File: src/rtl/mult_ser_pkg.sv
// Shared types and helpers for the bit-serial MAC result path.
package mult_ser_pkg;

   typedef enum logic {
      IDLE  = 1'b0,
      SHIFT = 1'b1
   } state_e;

   // log2 for counter sizing, never narrower than one bit
   function automatic int clog2_min1(input int v);
      return (v <= 2) ? 1 : $clog2(v);
   endfunction

endpackage

File: src/rtl/ser_hold_reg.sv
// Single-entry valid/ready holding register; a load is accepted
// when empty or when the current word drains on the same edge.
module ser_hold_reg #(
   parameter int W = 32
) (
   input  logic         clk,
   input  logic         rst,
   input  logic         load_i,
   input  logic [W-1:0] data_i,
   input  logic         out_ready,
   output logic         out_valid,
   output logic [W-1:0] out_data,
   output logic         refused_o
);

   logic         valid_q;
   logic [W-1:0] data_q;
   logic         accept;

   assign accept    = !valid_q || out_ready;
   assign refused_o = load_i && !accept;

   always_ff @(posedge clk or negedge rst) begin
      if (!rst) begin
         valid_q <= 1'b0;
         data_q  <= '0;
      end else if (load_i && accept) begin
         valid_q <= 1'b1;
         data_q  <= data_i;
      end else if (out_ready) begin
         valid_q <= 1'b0;
      end
   end

   assign out_valid = valid_q;
   assign out_data  = data_q;

endmodule

File: src/rtl/mult_ser_deser.sv
// LSB-first serial result deserializer with a one-word output buffer.
// MULT_SER_DESER_SIGN_EXT_EN: sign-extend words into out_data[W-1:N].
module mult_ser_deser
   import mult_ser_pkg::*;
#(
   parameter int N = 16,
   parameter int W = 32
) (
   input  logic         clk,
   input  logic         rst,
   input  logic         in_valid,
   input  logic         in_start,
   input  logic         in_bit,
   output logic         out_valid,
   input  logic         out_ready,
   output logic [W-1:0] out_data,
   output logic         busy,
   output logic         overrun,
   input  logic         overrun_clr
);

   localparam int CW = clog2_min1(N);

   state_e        state_q, state_d;
   logic [CW-1:0] cnt_q, cnt_d;
   logic [N-1:0]  sr_q, sr_d;
   logic [N-1:0]  sh_w, st_w;
   logic [W-1:0]  ext_w;
   logic          done;
   logic          refused;
   logic          overrun_q;

   always_comb begin
      sh_w       = sr_q >> 1;
      sh_w[N-1]  = in_bit;
      st_w       = '0;
      st_w[N-1]  = in_bit;
   end

   always_comb begin
      state_d = state_q;
      cnt_d   = cnt_q;
      sr_d    = sr_q;
      done    = 1'b0;
      unique case (state_q)
         IDLE: begin
            if (in_valid && in_start) begin
               sr_d = st_w;
               if (N == 1) begin
                  done  = 1'b1;
                  cnt_d = '0;
               end else begin
                  cnt_d   = CW'(1);
                  state_d = SHIFT;
               end
            end
         end
         SHIFT: begin
            if (in_valid && in_start) begin
               sr_d  = st_w;
               cnt_d = CW'(1);
            end else if (in_valid) begin
               sr_d = sh_w;
               if (cnt_q == CW'(N - 1)) begin
                  done    = 1'b1;
                  cnt_d   = '0;
                  state_d = IDLE;
               end else begin
                  cnt_d = cnt_q + CW'(1);
               end
            end
         end
         default: state_d = IDLE;
      endcase
   end

   always_comb begin
      ext_w = W'(sr_d);
`ifdef MULT_SER_DESER_SIGN_EXT_EN
      for (int i = N; i < W; i++) ext_w[i] = sr_d[N-1];
`endif
   end

   always_ff @(posedge clk or negedge rst) begin
      if (!rst) begin
         state_q   <= IDLE;
         cnt_q     <= '0;
         sr_q      <= '0;
         overrun_q <= 1'b0;
      end else begin
         state_q <= state_d;
         cnt_q   <= cnt_d;
         sr_q    <= sr_d;
         // a new drop outranks a same-cycle clear
         if (refused)          overrun_q <= 1'b1;
         else if (overrun_clr) overrun_q <= 1'b0;
      end
   end

   ser_hold_reg #(.W(W)) u_hold (
      .clk       (clk),
      .rst       (rst),
      .load_i    (done),
      .data_i    (ext_w),
      .out_ready (out_ready),
      .out_valid (out_valid),
      .out_data  (out_data),
      .refused_o (refused)
   );

   assign busy    = (state_q == SHIFT);
   assign overrun = overrun_q;

endmodule

File: config.mk
export PLATFORM = sky130hd
export DESIGN_NAME = mult_ser_deser
export DESIGN_NICKNAME = d
export VERILOG_FILES = /design/src/rtl/mult_ser_pkg.sv /design/src/rtl/ser_hold_reg.sv /design/src/rtl/mult_ser_deser.sv
export SDC_FILE = /design/constraint.sdc
export NUM_CORES = 1
export LEC_CHECK = 0
export BUFFER_PORTS_ARGS = -buffer_cell sky130_fd_sc_hd__buf_2
export CORE_MARGIN = 1
export CORE_UTILIZATION = 53
export CTS_CLUSTER_SIZE = 24
export DETAILED_ROUTE_END_ITERATION = 7
export GPL_ROUTABILITY_DRIVEN = 0
export GPL_TIMING_DRIVEN = 0
export PLACE_DENSITY = 0.81
export REMOVE_ABC_BUFFERS = 1
export SYNTH_ARGS = -nofsm -noshare
export SYNTH_HDL_FRONTEND = slang
export SYNTH_SLANG_ARGS = --single-unit
File: constraint.sdc
create_clock -name clk -period 2.45 [get_ports clk]
set_input_delay 0.49 -clock clk [delete_from_list [all_inputs] [get_ports clk]]
set_output_delay 0.49 -clock clk [all_outputs]
set_load 0.01 [all_outputs]
# == Yosys cells after proc, flatten, opt, wreduce, memory -nomap -nowiden ==
# Cells that the tools add are included.
# totals
register_bits,39
input_bits,7
out_inout_bits,35
word_cells,42
# classes
addsub,1
n_eq_ne,3
mux,22
bitwise_logic,1
reduce_logical,9
# op_table
cell,n
16-bit two-way mux,3
16-bit case mux with 2 select lines,1
4-bit two-way mux,4
1-bit two-way mux,12
4-bit case mux with 2 select lines,1
4-bit by 1-bit adder with 4-bit output (second input constant),1
4-bit equality test (second input constant),1
2-bit nonzero test,2
1-bit logical AND,3
3-bit by 2-bit inequality test with 1-bit output (second input constant),1
1-bit logical NOT,2
2-bit inequality test (second input constant),1
1-bit case mux with 2 select lines,1
2-bit AND reduction,1
1-bit logical OR,1
1-bit inverter,1

# == Depth between registers and ports, before layout ==
# Gate-level depths: netlist (run 1).
# depth
depth_word,7
ltp_mapped,6
mapped_depth_nobuf,4

# == Modules after synthesis ==
# From an unflattened synthesis (run 1), not the netlist that was laid out.
# hier_totals
cells_unflattened,139
hier_area_um2,2298.5
# by_module_without_submodules
module,n_inst,cells_each,area_each_um2,seq_area_each_um2
ser_hold_reg,1,73,1395.1,825.8
mult_ser_deser,1,66,903.4,550.5

# == Least setup slack after synthesis (run 1) ==
# No wires, ideal clock.
# synth_path
path_kind,register to register
start,register cnt_q[0]
end,register u_hold.data_q[10] (netlist: u_hold.out_data[10])
setup_time_ns,0.125
arrival_time_ns,1.683
required_ns,2.325
path_slack_ns,0.643
stages_incl_launch_ff,6
n_path_buf,1
period_less_slack_ns,1.807
path_cell_list,dfrtp_1 > ha_1 > nand2_1 > nor4b_4 > buf_6 > mux2_2
# synth_via
elab_chain_cells,6
# synth_rtl
item,line,source
"start, declared",mult_ser_deser.sv:25,"logic [CW-1:0] cnt_q, cnt_d;"
"start signal, assigned",mult_ser_deser.sv:92,cnt_q <= cnt_d;
4-bit equality test,mult_ser_deser.sv:64,if (cnt_q == CW'(N - 1)) begin
1-bit two-way mux,mult_ser_deser.sv:64,
1-bit two-way mux,mult_ser_deser.sv:62,end else if (in_valid) begin
1-bit two-way mux,mult_ser_deser.sv:59,if (in_valid && in_start) begin
1-bit two-way mux,mult_ser_deser.sv:45,unique case (state_q)
1-bit logical AND,ser_hold_reg.sv:27,end else if (load_i && accept) begin
"end signal, assigned",ser_hold_reg.sv:29,data_q <= data_i;
"end, declared",ser_hold_reg.sv:17,logic [W-1:0] data_q;
# Every way passes these cells.
# A chain may end at the register's enable or synchronous reset.

# == Worst setup path after layout (run 1) ==
# layout_path
start,register state_q (netlist: busy)
end,register u_hold.data_q[14] (netlist: u_hold.out_data[14])
# layout_via
elab_chain_cells,2
word_cells_on_any_way,4
cone_classes,mux (2); bitwise (1); reduce/logical (1)
# layout_rtl
item,line,source
"start, declared",mult_ser_deser.sv:24,"state_e state_q, state_d;"
"start signal, assigned",mult_ser_deser.sv:91,state_q <= state_d;
1-bit inverter,n/a,
16-bit case mux with 2 select lines (*),mult_ser_deser.sv:45,
named net sr_d[14],mult_ser_deser.sv:26,"logic [N-1:0] sr_q, sr_d;"
# The timed path passes the listed nets; every way through them passes the cells marked *.

==> results of run 1 <==
-- flip-flops by register name, indices dropped and copies added, names as in the netlist --
register / cells
u_hold.out_valid: 1
busy: 1
overrun: 1
cnt_q: 4
sr_q: 16
u_hold.out_data: 16
-- final cells by class --
class	instances	area (um2)
well taps	46	57.6
inverters	19	71.3
multi-input cells	109	763
repair buffers	27	153
clock buffers	6	41.3
flip-flops and latches	39	976
fillers	306	1350
-- metrics by stage --
| step | hold slack, ps | total power [mW] | cells | setup slack [ps] | instance area (um2) |
|---|---|---|---|---|---|
| CTS | 247 | 1.14 | 246 | 303 | 2060 |
| detailed placement | 490 | 0.844 | 238 | -231 | 1990 |
| global route | 289 | 1.19 | 246 | 138 | 2060 |
| finish | 228 | 1.12 | 246 | 280 | 2060 |
| floorplan | 194 | 0.793 | 167 | 318 | 1810 |
| global placement | 472 | 0.840 | 238 | -139 | 1990 |
-- cells by family (layout without fill, tap and decap cells) --
logic type | Yosys count | in the layout | share of synthesized area
other | 1 | 16 | 0.00194
flip-flops | 39 | 39 | 0.504
adder cells (fa/ha/maj) | 1 | 1 | 0.00646
AND/OR/NAND/NOR | 49 | 49 | 0.153
AO/OA/AOI/OAI | 26 | 26 | 0.105
buffers and inverters | 48 | 52 | 0.131
multiplexers | 17 | 17 | 0.0989
-- worst max-delay path, stage by stage, from the launching register on --
cell and delay, ps:
dfrtp_1 900, or2_1 560, o221ai_1 250, mux2_1 340
-- synth_stat cells --
master	n	share of area
or4_1	1	0.0039
nand4_1	1	0.0032
a21oi_1	2	0.0052
nand3_2	1	0.0052
buf_6	1	0.0058
a22o_1	2	0.0091
inv_1	19	0.037
buf_2	4	0.010
or3_1	1	0.0032
nand3_1	18	0.047
or2_1	1	0.0032
mux2_2	16	0.093
o21ai_0	2	0.0052
a31o_2	1	0.0045
nor4b_4	1	0.012
conb_1	1	0.0019
buf_4	16	0.062
nand2_1	6	0.012
o22ai_1	3	0.0097
clkbuf_1	8	0.016
and4b_1	1	0.0052
nor2b_1	1	0.0032
o21a_1	1	0.0039
mux2_1	1	0.0058
nand2b_1	17	0.055
dfrtp_1	39	0.50
o221ai_1	15	0.068
ha_1	1	0.0065
-- path summary, 6_finish.rpt --
path,start,end,slack [ps],cells past startpoint
max,busy,u_hold.out_data[14],280,3
min in group clk,overrun_clr,overrun,330,2
max in group asynchronous,rst,sr_q[8],1710,1
min,rst,sr_q[3],230,1
max reg2reg,busy,u_hold.out_data[14],280,3
min reg2reg,u_hold.out_data[14],u_hold.out_data[14],510,1
-- routing by layer --
layer / part of all wire / vias up
li1: - / 630
met1: 0.48 / 611
met2: 0.44 / 46
met3: 0.063 / 6
met4: 0.017 / 0
met5: 0 / -
-- power by group through the flow --
stage               combinational [mW]  clock (mW)  sequential (mW)
floorplan                       0.0809           0            0.712
global placement                 0.122           0            0.718
detailed placement               0.125           0            0.719
CTS                              0.126       0.305            0.707
global route                     0.140       0.337            0.712
finish                           0.125       0.288            0.707
==> flow_summary.yaml, run 1 <==
logic_synthesis:
  ys_types: 28
  avgSynthCellArea_um2: 10.7
  syn_area_um2: 1940
  yosysWarnings: 0
  synth-seq-cells: 39
  yosysSeqAreaShare: 0.504
  netlist_instances: 181
placed_design:
  numPortBuffers: 25
  dpl.hpwl_um: 1930
routing:
  via_per_inst: 5.26
  drc: 0
  firstDrtPassIters: 4
  drt_iter0_drc: 45
  vias: 1293
  ant_nets: 0
  wl_per_cell_um: 12.3
  routed_wl_um: 3030
global_routing:
  overflow: 0
  use_met1: 0.219
  grt-busiest-layer: "met2"
  grtUsageMet3: 0.0620
  antenna_found_initial: 0
  gr-usage-met2: 0.265
  grt_pass1_vias: 1157
  grt_pass1_wl_um: 5180
  track_usage: 0.172
  grt_max_degree: 42
cts:
  cts.clk_slew.worst_paths_ps: 100
  cts_resized: 0
  cts_sinks: 39
  cts-root-buf: "clkbuf_4"
  cts-buffers-inserted: 5
  clk_path_buf_depth: 2
  htree_levels: 2
  post_cts_buffers: 2
  cts-hold-fix-buffers: 0
  cts_tree: "yes"
  clock_latency_ps: 340
worst_setup_path:
  path_max_fanout: 27
  start_kind: "flop"
  path_class: "reg2reg"
  worstSetupEndpointType: "flop"
  required_ps: 2680
  worstPathArrival_ps: 2400
cells_and_area:
  most-common-layout-cells: "dfrtp_1 (39), buf_2 (25), inv_1 (19), nand3_1 (18), nand2b_1 (17)"
  fin_nets: 209
  antennaDiodeCount: 0
  utilization: 0.604
  final_common_cell: "dfrtp_1"
  drive_gt1_frac: 0.255
  area_growth_pct: 6.53
timing:
  timing.final.crit_share: 0.886
  maxSlewViolCount: 0
  slew_headroom: 0.440
  finalCriticalPeriod_ps: 2170
  worst_pin_slew_ps: 840
  fin_skew_ps: 7.33
  tns_ps: 0
  rsz0062_at_grt: "no"
  fmax_ghz: 0.461
  setup_violations: 0
  timing.final.hold_violations: 0
pwr:
  switching_power_mw: 0.296
  power.leakage_nw: 0.987
  p_int_mw: 0.823
  pwr-share-seq: 0.631
  swShare: 0.264
  p_comb_frac: 0.111
  vdd_ir_drop_max_mv: 0.373
  clock_power_share: 0.257
  power_density_nw_per_um2: 543
floorplan:
  die_y_um: 62.4
  design.die.area_um2: 3900
  io_pins: 42
  std_cell_rows: 21
  start_util: 0.567
  die_w_um: 62.4
  core_um2: 3420
hold_path:
  hold_path_class: "in2async"
run:
  drv_cap: 0
outcome:
  status: "finished clean"
Power figures use the tool's default switching activity.
==> run 2, diff against run 1 <==
--- a/config.mk
+++ b/config.mk
@@ -13,7 +13,6 @@
 export GPL_ROUTABILITY_DRIVEN = 0
 export GPL_TIMING_DRIVEN = 0
 export PLACE_DENSITY = 0.81
-export REMOVE_ABC_BUFFERS = 1
 export SYNTH_ARGS = -nofsm -noshare
 export SYNTH_HDL_FRONTEND = slang
 export SYNTH_SLANG_ARGS = --single-unit
==> run 2 against run 1 <==
Compared with the run above: clock skew up 5.0 ps; worst setup slack better by 130 ps; first-iteration DRC count up 84%; largest cell class unchanged; die area did not move; critical endpoint is now u_hold.out_data[5]; sequential share of layout area is 4.1 points lower; critical path depth up 2.
==> flow_summary.yaml, run 2 (synthesis results as in run 1) <==
outcome:
  status: "finished clean"
timing:
  tns_ps: 0
  timing.final.crit_share: 0.835
  slew_headroom: 0.427
  fin_skew_ps: 12.3
  worst_pin_slew_ps: 860
  rsz0062_at_grt: "no"
  holdWs_ps: 236
  finalCriticalPeriod_ps: 2040
  setup_violations: 0
  maxSlewViolCount: 0
  timing.final.hold_violations: 0
  fmax_ghz: 0.489
pwr:
  switching_power_mw: 0.329
  swShare: 0.251
  power.leakage_nw: 1.11
  p_int_mw: 0.981
  pwr-share-seq: 0.537
  power_density_nw_per_um2: 581
  vdd_ir_drop_max_mv: 0.572
  clock_power_share: 0.346
  total_power_mw: 1.31
  p_comb_frac: 0.117
routing:
  vias: 1427
  routed_wl_um: 3330
  via_per_inst: 5.21
  wl_per_cell_um: 12.1
  drc: 0
  firstDrtPassIters: 4
  drt_iter0_drc: 83
  ant_nets: 0
worst_setup_path:
  crit_family: "simple AND/OR/NAND/NOR gates"
  start_kind: "flop"
  crit_buf_inv: 1
  worstPathArrival_ps: 2280
  path_class: "reg2reg"
  worstSetupEndpointType: "flop"
  path_cells: "ha_1 -> nand2_1 -> nor4b_4 -> buf_6 -> mux2_2"
  slowest_delay_ps: 530
  path_max_fanout: 10
  required_ps: 2690
  cp_slowest_cell: "nor4b_4"
floorplan:
  start_util: 0.567
  design.die.area_um2: 3900
  die_w_um: 62.4
  io_pins: 42
  die_y_um: 62.4
  core_um2: 3420
  std_cell_rows: 21
cts:
  clock_latency_ps: 350
  cts_tree: "yes"
  cts.clk_slew.worst_paths_ps: 110
  cts-root-buf: "clkbuf_4"
  cts_sinks: 39
  cts-buffers-inserted: 5
  clk_path_buf_depth: 2
  htree_levels: 2
  cts_resized: 0
  cts-hold-fix-buffers: 0
  post_cts_buffers: 0
hold_path:
  hold_path_class: "in2async"
run:
  drv_cap: 0
cells_and_area:
  drive_gt1_frac: 0.316
  utilization: 0.660
  area_growth_pct: 16.5
  final_common_cell: "dfrtp_1"
  fillers: 282
  most-common-layout-cells: "dfrtp_1 (39), buf_2 (28), inv_1 (19), nand3_1 (18), nand2b_1 (17)"
  fin_nets: 235
  antennaDiodeCount: 0
  fin_cells: 274
global_routing:
  antenna_found_initial: 0
  grt_max_degree: 40
  grt_pass1_wl_um: 5660
  grt_pass1_vias: 1288
  overflow: 0
  track_usage: 0.191
placed_design:
  numPortBuffers: 24
  dpl.hpwl_um: 2330
  place_inst: 266
run 2: path summary, 6_finish.rpt:
kind                               startpoint            endpoint  slack [ps]  cells after the start
min                                       rst  u_hold.out_data[0]         240                      1
min reg2reg                u_hold.out_data[1]  u_hold.out_data[1]         510                      1
max reg2reg                          cnt_q[0]  u_hold.out_data[5]         410                      5
max in group asynchronous                 rst             sr_q[4]        1670                      1
max                                  cnt_q[0]  u_hold.out_data[5]         410                      5
min in group clk                  overrun_clr             overrun         310                      2
run 2: stage by stage:
step           area [um2]  setup slack (ps)
6_report             2260               405
5_1_grt              2260               255
4_1_cts              2260               371
3_5_place_dp         2170               394
3_3_place_gp         2170               410
2_1_floorplan        1990               643
run 2: power by group through the flow:
stage,sequential [mW],combinational [mW],clock (mW)
2_1_floorplan,0.711,0.115,0
3_3_place_gp,0.715,0.149,0
3_5_place_dp,0.716,0.154,0
4_1_cts,0.703,0.155,0.459
5_1_grt,0.709,0.176,0.491
6_report,0.704,0.154,0.453
run 2: final cells by class:
cell class              instances  area (um2)  area share
flip-flops and latches         39         976       0.433
clock inverters                 2        35.0      0.0155
well taps                      46        57.6      0.0255
inverters                      19        71.3      0.0316
multi-input cells             109         763       0.338
repair buffers                 24         120      0.0532
clock buffers                   6        51.3      0.0227
plain buffers                  29         181      0.0804
run 2: per-layer routing:
layer	routed length [um]	track usage	vias up
met1	1540	0.238	688
met3	196	0.0693	6
li1	-	-	689
met4	47	0.0959	0
met5	0	0	-
met2	1550	0.292	44
==> run 3, diff against run 2 <==
--- a/config.mk
+++ b/config.mk
@@ -7,12 +7,12 @@
 export LEC_CHECK = 0
 export BUFFER_PORTS_ARGS = -buffer_cell sky130_fd_sc_hd__buf_2
 export CORE_MARGIN = 1
-export CORE_UTILIZATION = 53
+export CORE_UTILIZATION = 48
 export CTS_CLUSTER_SIZE = 24
 export DETAILED_ROUTE_END_ITERATION = 7
 export GPL_ROUTABILITY_DRIVEN = 0
 export GPL_TIMING_DRIVEN = 0
-export PLACE_DENSITY = 0.81
+export PLACE_DENSITY = 0.78
 export SYNTH_ARGS = -nofsm -noshare
 export SYNTH_HDL_FRONTEND = slang
 export SYNTH_SLANG_ARGS = --single-unit
==> constraint.sdc (replaced) <==
create_clock -name clk -period 1.75 [get_ports clk]
set_input_delay 0.35 -clock clk [delete_from_list [all_inputs] [get_ports clk]]
set_output_delay 0.35 -clock clk [all_outputs]
set_load 0.01 [all_outputs]
==> run 3 against run 2 <==
Compared with the run above: clock power is 29% higher; worst hold slack worse by 77 ps; via count is 2.9% lower; flip-flop and latch count stayed put; sequential share of layout area is 0.73 points lower; largest power group unchanged; final cell count is 1.8% higher; register-to-register slack worse by 310 ps; die area is 10% higher.
==> flow_summary.yaml, run 3 (synthesis results as in run 1) <==
floorplan:
  core_um2: 3770
  die_w_um: 65.5
  die_y_um: 65.5
  std_cell_rows: 22
  io_pins: 42
  start_util: 0.513
  design.die.area_um2: 4290
timing:
  worst_slack_ps: 92.5
  rsz0062_at_grt: "no"
  finalCriticalPeriod_ps: 1660
  tns_ps: 0
  maxSlewViolCount: 0
  holdWs_ps: 160
  slew_headroom: 0.444
  timing.final.crit_share: 0.947
  fin_skew_ps: 4.73
  timing.final.hold_violations: 0
  worst_pin_slew_ps: 834
  fmax_ghz: 0.603
  setup_violations: 0
cts:
  cts_tree: "yes"
  clock_latency_ps: 290
  clk_path_buf_depth: 2
  cts_sinks: 39
  cts-root-buf: "clkbuf_8"
  cts-hold-fix-buffers: 0
  cts-buffers-inserted: 5
  htree_levels: 2
  cts.clk_slew.worst_paths_ps: 70
worst_setup_path:
  crit_buf_inv: 1
  start_kind: "flop"
  startpoint: "cnt_q[0]"
  cp_slowest_cell: "dfrtp_1"
  slowest_delay_ps: 410
  r2r-start: "cnt_q[0]"
  path_cells: "ha_4 -> nand2_1 -> nor4b_4 -> buf_4 -> mux2_2"
  reg2reg_to: "u_hold.out_data[4]"
  crit_family: "flip-flops"
  ff2ff_setup_slack_ps: 90
  required_ps: 1930
  worstPathArrival_ps: 1830
  path_max_fanout: 6
  path_class: "reg2reg"
  r2r_cells: 5
  worstSetupEndpointType: "flop"
routing:
  via_per_inst: 4.97
  ant_nets: 0
  drc: 0
  wl_per_cell_um: 11.9
  routed_wl_um: 3320
  drt_iter0_drc: 88
  vias: 1386
  firstDrtPassIters: 4
pwr:
  power_density_nw_per_um2: 788
  power.leakage_nw: 1.12
  vdd_ir_drop_max_mv: 0.589
placed_design:
  numPortBuffers: 24
  dpl.hpwl_um: 2320
  dp_slack_ps: -244
hold_path:
  hold_path_class: "in2async"
global_routing:
  antenna_found_initial: 0
  gr-usage-met2: 0.303
  grt_pass1_vias: 1334
  overflow: 0
  grt-busiest-layer: "met2"
  grt_max_degree: 40
  grt_pass1_wl_um: 5950
  use_met1: 0.229
  grtUsageMet3: 0.0486
  track_usage: 0.184
cells_and_area:
  area_growth_pct: 18.6
  final_common_cell: "dfrtp_1"
  antennaDiodeCount: 0
  drive_gt1_frac: 0.325
  most-common-layout-cells: "dfrtp_1 (39), buf_2 (27), inv_1 (19), buf_4 (19), nand3_1 (18)"
  utilization: 0.608
  fin_nets: 238
outcome:
  status: "finished clean"
run:
  drv_cap: 0
==> run 3: cell count changes in the layout (fill, tap and decap cells not counted), sizes merged <==
cell	change
buf	+2
bufinv	-1
clkbuf	+1
clkinvlp	+1
==> run 3: worst max-delay path by stage <==
stage	to	slack [ps]	cells after the start
6_report	u_hold.out_data[4]	90	5
2_1_floorplan	u_hold.out_data[10]	7	5
4_1_cts	u_hold.out_data[1]	40	5
3_5_place_dp	u_hold.out_data[8]	-240	5
3_3_place_gp	u_hold.out_data[8]	-220	5
5_1_grt	u_hold.out_data[1]	10	5
==> run 3: power by group <==
group          total [mW]  switching [mW]  leakage (nW)  internal, mW
Combinational       0.236           0.125         0.545         0.112
Clock               0.586           0.308        0.0412         0.278
Sequential          0.986          0.0462         0.531         0.940
==> run 3: cell type report <==
type	count	area, um2
inverter	19	71.3
clock inverter	2	12.5
multi-input combinational	109	776
sequential	39	976
tap	48	60.1
fill	319	1480
timing repair buffer	27	143
clock buffer	6	72.6
buffer	29	184
==> run 3: worst reg2reg max path, stage by stage (launching register included) <==
cell and delay [ps]:
dfrtp_1 410, ha_4 180, nand2_1 100, nor4b_4 300, buf_4 210, mux2_2 340
==> run 3: stage by stage <==
step / instance area, um2 / cells / power (mW)
after CTS: 2280 / 279 / 1.82
after floorplan: 1990 / 196 / 1.16
after global routing: 2290 / 279 / 1.91
after global placement: 2170 / 268 / 1.21
final: 2290 / 279 / 1.81
after detailed placement: 2170 / 268 / 1.22
==> run 3: metal layers <==
layer / part of all wire / routed length (um) / up-vias
li1: - / - / 687
met1: 0.47 / 1560 / 653
met2: 0.47 / 1560 / 39
met3: 0.048 / 160 / 7
met4: 0.015 / 49 / 0
met5: 0 / 0 / -
==> run 3: what timing repair did <==
action	CTS	global route
resized for setup	0	2
buffers inserted	3	0
pin swaps	1	1
endpoints found under the setup margin	16	16
